==> config.mk <==
export PLATFORM = sky130hd
export DESIGN_NAME = stage_writeback
export DESIGN_NICKNAME = d
export VERILOG_FILES = /design/src/rtl/stage_writeback.sv
export SDC_FILE = /design/constraint.sdc
export NUM_CORES = 1
export LEC_CHECK = 0
export BUFFER_PORTS_ARGS = -buffer_cell sky130_fd_sc_hd__buf_2
export CORE_MARGIN = 2
export CORE_UTILIZATION = 53
export DETAILED_ROUTE_END_ITERATION = 12
export PLACE_DENSITY = 0.81
export RECOVER_POWER = 100
export SETUP_SLACK_MARGIN = 0.5
export SKIP_LAST_GASP = 1
export SLEW_MARGIN = 20
export SYNTH_ARGS = -nofsm -noshare
export SYNTH_HDL_FRONTEND = slang
export SYNTH_SLANG_ARGS = --single-unit
==> constraint.sdc <==
create_clock -name clk -period 2.46 [get_ports clk]
set_input_delay 0.369 -clock clk [delete_from_list [all_inputs] [get_ports clk]]
set_output_delay 0.369 -clock clk [all_outputs]
set_load 0.005 [all_outputs]
==> src/rtl/stage_writeback.sv <==
// stage_writeback: final MIPS pipeline stage. Retires instructions from the
// memory stage, waits for multi-cycle load responses, aligns and extends
// load data, and drives the registered register-file write command.
module stage_writeback (
    input  logic        clk,
    input  logic        reset,
    input  logic        in_valid,
    input  logic        nullify,
    input  logic        in_write_reg,
    input  logic [4:0]  in_dest_reg,
    input  logic [31:0] in_alu_result,
    input  logic [31:0] in_rt_data,
    input  logic        in_mem_read,
    input  logic [2:0]  in_load_type,
    input  logic        mem_rvalid,
    input  logic [31:0] mem_rdata,
    output logic        stall_out,
    output logic        write_reg,
    output logic [4:0]  dest_reg,
    output logic [31:0] dest_reg_data,
    output logic        retire_valid,
    output logic [31:0] retire_count
);

    localparam int DATA_W = 32;

    localparam logic [2:0] LT_LW  = 3'd0;
    localparam logic [2:0] LT_LB  = 3'd1;
    localparam logic [2:0] LT_LBU = 3'd2;
    localparam logic [2:0] LT_LH  = 3'd3;
    localparam logic [2:0] LT_LHU = 3'd4;
    localparam logic [2:0] LT_LWL = 3'd5;
    localparam logic [2:0] LT_LWR = 3'd6;

    typedef enum logic [1:0] {
        ST_IDLE  = 2'd0,
        ST_WAIT  = 2'd1,
        ST_DRAIN = 2'd2
    } state_t;

    state_t state;

    // Load context captured at accept time, consumed when the response arrives
    logic              ld_write_p0;
    logic [4:0]        ld_dest_p0;
    logic [2:0]        ld_type_p0;
    logic [1:0]        ld_off_p0;
    logic [DATA_W-1:0] ld_rt_p0;

    logic accept_load;

    // Align/extend a little-endian load word; o is the byte offset within it
    function automatic logic [DATA_W-1:0] align_load(
        input logic [2:0]        lt,
        input logic [1:0]        o,
        input logic [DATA_W-1:0] d,
        input logic [DATA_W-1:0] rt
    );
        logic [7:0]        b;
        logic [15:0]       h;
        logic [DATA_W-1:0] r;
        b = d[8*o +: 8];
        h = o[1] ? d[31:16] : d[15:0];
        case (lt)
            LT_LB:   r = {{24{b[7]}}, b};
            LT_LBU:  r = {24'd0, b};
            LT_LH:   r = {{16{h[15]}}, h};
            LT_LHU:  r = {16'd0, h};
            LT_LWL: begin
                case (o)
                    2'd0:    r = {d[7:0],  rt[23:0]};
                    2'd1:    r = {d[15:0], rt[15:0]};
                    2'd2:    r = {d[23:0], rt[7:0]};
                    default: r = d;
                endcase
            end
            LT_LWR: begin
                case (o)
                    2'd0:    r = d;
                    2'd1:    r = {rt[31:24], d[31:8]};
                    2'd2:    r = {rt[31:16], d[31:16]};
                    default: r = {rt[31:8],  d[31:24]};
                endcase
            end
            default: r = d;   // LW and the unused encoding 7
        endcase
        return r;
    endfunction

    assign accept_load = (state == ST_IDLE) && in_valid && !nullify && in_mem_read;
    assign stall_out   = (state != ST_IDLE);

    // Capture load context when a load is accepted
    always_ff @(posedge clk) begin
        if (accept_load) begin
            ld_write_p0 <= in_write_reg;
            ld_dest_p0  <= in_dest_reg;
            ld_type_p0  <= in_load_type;
            ld_off_p0   <= in_alu_result[1:0];
            ld_rt_p0    <= in_rt_data;
        end
    end

    // Control FSM with registered write command and retire counter
    always_ff @(posedge clk or negedge reset) begin
        if (!reset) begin
            state         <= ST_IDLE;
            write_reg     <= 1'b0;
            retire_valid  <= 1'b0;
            dest_reg      <= 5'd0;
            dest_reg_data <= '0;
            retire_count  <= '0;
        end else begin
            write_reg    <= 1'b0;
            retire_valid <= 1'b0;
            case (state)
                ST_IDLE: begin
                    if (in_valid && !nullify) begin
                        if (in_mem_read) begin
                            state <= ST_WAIT;
                        end else begin
                            write_reg     <= in_write_reg && (in_dest_reg != 5'd0);
                            retire_valid  <= 1'b1;
                            dest_reg      <= in_dest_reg;
                            dest_reg_data <= in_alu_result;
                            retire_count  <= retire_count + 32'd1;
                        end
                    end
                end
                ST_WAIT: begin
                    if (nullify) begin
                        // A response arriving with the flush is simply dropped
                        state <= mem_rvalid ? ST_IDLE : ST_DRAIN;
                    end else if (mem_rvalid) begin
                        write_reg     <= ld_write_p0 && (ld_dest_p0 != 5'd0);
                        retire_valid  <= 1'b1;
                        dest_reg      <= ld_dest_p0;
                        dest_reg_data <= align_load(ld_type_p0, ld_off_p0, mem_rdata, ld_rt_p0);
                        retire_count  <= retire_count + 32'd1;
                        state         <= ST_IDLE;
                    end
                end
                ST_DRAIN: begin
                    if (mem_rvalid) state <= ST_IDLE;
                end
                default: state <= ST_IDLE;
            endcase
        end
    end

endmodule

==> results.py <==
metrics = {
    "status": {
        "status": "complete, but fails checks",
        "violations": "capacitance limit, slew limit",
    },
    "placement": {
        "gp_congestion": 0.983,
        "dp_hpwl_mm": 15.2,
        "io_buffer_count": 182,
        "pre_cts_ws_ns": 0.282,
        "post_dp_cell_area_um2": 7880,
        "dp_cells": 1007,
    },
    "clocking": {
        "clk-insertion-delay-late_ns": 0.42,
        "clockBufferDepth": 2,
        "htreeDepth": 4,
        "cts.sink_count": 116,
        "clk_pin_slew_ns": 0.06,
        "numCtsBuffers": 17,
        "cts_tree": "built",
        "clk_root_buffer_cell": "clkbuf_16",
    },
    "routing": {
        "wl_per_cell_um": 20.3,
        "vias": 6620,
        "dr.pass1.iters": 8,
        "routed_wl_mm": 21.6,
        "vias_per_cell": 6.22,
        "drc": 0,
        "drtIter0Drc": 925,
        "drt.antenna.violating_nets": 0,
    },
    "floorplanning": {
        "top_level_ports": 183,
        "core_um2": 12500,
        "die_y_um": 117,
        "dieWidth_um": 117,
        "fp-row-count": 41,
        "start_util_pct": 53.7,
        "dieArea_um2": 13600,
    },
    "final_layout": {
        "nNetsFinal": 991,
        "fin_area_um2": 8740,
        "reg_top3": "dest_reg_data (32), ld_rt_p0 (32), retire_count (32)",
        "antennaDiodeCount": 0,
        "fillCellCount": 1015,
        "fin_cells": 1064,
        "drive_gt1_share_pct": 29.7,
        "area_growth_pct": 30.0,
    },
    "min_path": {
        "min_path_type": "in2reg",
        "hp-start": "in_rt_data[12]",
        "whs_path_depth": 1,
        "hold_path_end": "ld_rt_p0[12]",
    },
    "sta": {
        "period_minus_slack_ns": 2.11,
        "maxSlewViolCount": 22,
        "finalSetupViolCount": 0,
        "max_freq_ghz": 0.473,
        "worst_slack_ns": 0.346,
        "finalHoldViolations": 0,
        "rsz0062_at_grt": "true",
        "fin_skew_ns": 0.00921,
        "period_share_pct": 85.9,
        "tns_ns": 0,
        "tightest_slew_ns": 1.59,
        "max_slew_margin_pct": -5.82,
    },
    "synthesis": {
        "syn_inst": 670,
        "ys_async_sr_fraction_pct": 62.9,
        "synthesis.area_um2": 6730,
        "synth-seq-cells": 116,
        "yosysWarnings": 0,
        "synth-seq-area-share_pct": 46.4,
        "syn_nets": 782,
        "avgSynthCellArea_um2": 10.0,
        "synth_edf_count": 43,
        "yosys.cell_types.count": 55,
        "ys.flop_type": "dfrtp_1",
    },
    "global_route": {
        "grt_max_degree": 53,
        "grt_pass1_wl_mm": 32.3,
        "grt_usage_pct": 31.5,
        "grt-ovfl-total": 0,
        "grt_pass1_vias": 6148,
        "antenna_found_initial": 0,
    },
    "pwr": {
        "seqPwrFrac_pct": 42.0,
        "peakVddDrop_v": 0.000591,
        "p_int_mw": 4.09,
        "clock_power_share_pct": 40.6,
        "p_sw_share_pct": 28.4,
        "p_switching_mw": 1.62,
        "power_density_nw_per_um2": 653,
        "p_leak_nw": 3.65,
        "pwr-share-comb_pct": 17.4,
    },
    "worst_setup_path": {
        "critPathSlowestCell": "clkbuf_1",
        "regToRegSetupSlack_ns": 0.35,
        "critPathLaunchType": "register",
        "path_max_fanout": 12,
        "critical_path_class": "reg2reg",
        "cp.arrival_ns": 2.16,
        "timing.rr.end": "ld_rt_p0[19]",
        "r2r-start": "state[0]",
        "crit_chain": "nor4b_1, and2_2, clkbuf_1",
        "critPathMaxStageDelay_ns": 0.62,
        "endpoint_kind": "register",
        "ff2ff_path_depth": 3,
        "required_ns": 2.50,
    },
    "run": {
        "maxCapViolations": 1,
    },
}
through the flow:
stage / utilization, % / power, mW / hold slack, ns
floorplan: - / 2.87 / 0.0734
CTS: 68.3 / 5.70 / 0.115
global route: 69.9 / 5.94 / 0.108
detailed placement: 63.0 / 3.39 / 0.314
global placement: 63.0 / 3.37 / 0.313
finish: 69.9 / 5.71 / 0.124
worst max-delay path by stage:
stage | startpoint | to | depth (start not counted) | slack [ns]
after floorplan | state[0] | ld_dest_p0[0] | 2 | 0.66
after global placement | ld_off_p0[0] | dest_reg_data[21] | 6 | 0.28
after detailed placement | ld_off_p0[0] | dest_reg_data[21] | 6 | 0.28
after CTS | ld_type_p0[1] | dest_reg_data[24] | 5 | 0.51
after global routing | state[0] | ld_rt_p0[20] | 3 | 0.21
final | state[0] | ld_rt_p0[19] | 3 | 0.35
logic make-up after synthesis:
| group | Yosys count | synth area share (%) |
|---|---|---|
| adder cells (fa/ha/maj) | 1 | 0.186 |
| AND/OR/NAND/NOR | 216 | 15.5 |
| buffers and inverters | 55 | 4.04 |
| multiplexers | 71 | 11.9 |
| XOR/XNOR | 31 | 4.04 |
| AO/OA/AOI/OAI | 180 | 18.0 |
| flip-flops | 116 | 46.4 |
area by class of cell:
class | instances | area, um2 | share of cell area, %
multi-input combinational | 500 | 3510 | 40.2
clock buffer | 23 | 490 | 5.61
sequential | 116 | 3120 | 35.7
tap | 172 | 215 | 2.46
inverter | 6 | 22.5 | 0.258
clock inverter | 9 | 66.3 | 0.758
timing repair buffer | 238 | 1320 | 15.1
layer usage:
layer	vias up	GRT usage, %	share of wire (%)
met3	87	7.99	11
met4	0	15.1	4.4
met5	-	0	0
li1	2961	-	-
met1	3136	42.1	40
met2	436	48.4	45
Yosys cell counts, drive strengths merged, types with 2 or more instances:
cell,instances,area [um2]
a211oi,28,235
xnor2,28,245
nor3,17,90.1
o21ai,33,176
and2,7,45.0
a221oi,14,123
mux4,5,113
o2111ai,3,43.8
nand3,28,140
nor2b,3,18.8
or4,2,15.0
xor2,3,26.3
and3,5,31.3
mux2i,46,460
inv,6,22.5
buf,28,170
a2111oi,2,17.5
and3b,2,17.5
a31oi,19,119
and4,3,27.5
mux2,20,225
a21o,3,22.5
nor2,72,280
edfxtp,43,1290
clkbuf,21,78.8
nor4,2,42.5
nand2,57,214
dfrtp,73,1830
o221ai,4,35.0
a21oi,37,185
o211ai,10,75.1
nand4,13,81.3
o22ai,23,144
cells in the final DEF, fill, tap and decap left out, types with 3 or more instances in the layout:
| master | synthesis | routed |
|---|---|---|
| buf_2 | 19 | 118 |
| dfrtp_1 | 73 | 73 |
| clkbuf_1 | 21 | 71 |
| nor2_1 | 70 | 70 |
| nand2_1 | 57 | 56 |
| mux2i_1 | 46 | 43 |
| edfxtp_1 | 43 | 43 |
| buf_4 | 3 | 38 |
| a21oi_1 | 37 | 37 |
| o21ai_0 | 30 | 29 |
| xnor2_1 | 28 | 28 |
| nand3_1 | 28 | 28 |
| o22ai_1 | 23 | 22 |
| a211oi_1 | 23 | 21 |
| mux2_2 | 20 | 20 |
| a31oi_1 | 19 | 19 |
| clkbuf_16 | 0 | 19 |
| nand4_1 | 13 | 13 |
| nor3_1 | 16 | 12 |
| o211ai_1 | 10 | 10 |
| a221oi_1 | 14 | 9 |
| buf_6 | 4 | 9 |
| inv_1 | 6 | 6 |
| a211oi_2 | 5 | 6 |
| mux4_2 | 5 | 5 |
| a221oi_2 | 0 | 5 |
| o21ai_4 | 0 | 4 |
| and3_1 | 5 | 4 |
| xor2_1 | 3 | 3 |
| a21o_1 | 3 | 3 |
| and2_1 | 4 | 3 |
| o221ai_1 | 4 | 3 |
| nor3_2 | 1 | 3 |
| and2_2 | 1 | 3 |
| clkinv_4 | 0 | 3 |
| buf_12 | 0 | 3 |
critical path, delay by kind of cell, from the launching register on:
| kind | cells | cell delay [ns] |
|---|---|---|
| flops | 1 | 0.43 |
| simple gates | 2 | 0.68 |
| buf+inv | 1 | 0.62 |
power by group through the flow:
stage / clock network, mW / logic (mW) / registers [mW]
3_5_place_dp: 0 / 0.963 / 2.42
3_3_place_gp: 0 / 0.950 / 2.42
5_1_grt: 2.43 / 1.09 / 2.42
2_1_floorplan: 0 / 0.464 / 2.41
6_report: 2.32 / 0.995 / 2.40
4_1_cts: 2.33 / 0.979 / 2.39
what timing repair did:
| action | in CTS | in global routing |
|---|---|---|
| resized for setup | 7 | 43 |
| hold endpoints to repair | 21 | 0 |
| hold buffers | 1 | 0 |
| buffers inserted | 9 | 14 |
| pin swaps | 1 | 10 |
| endpoints found under the setup margin | 36 | 76 |
| gates cloned | 0 | 1 |
No activity file was read; power rests on OpenSTA's default activity.
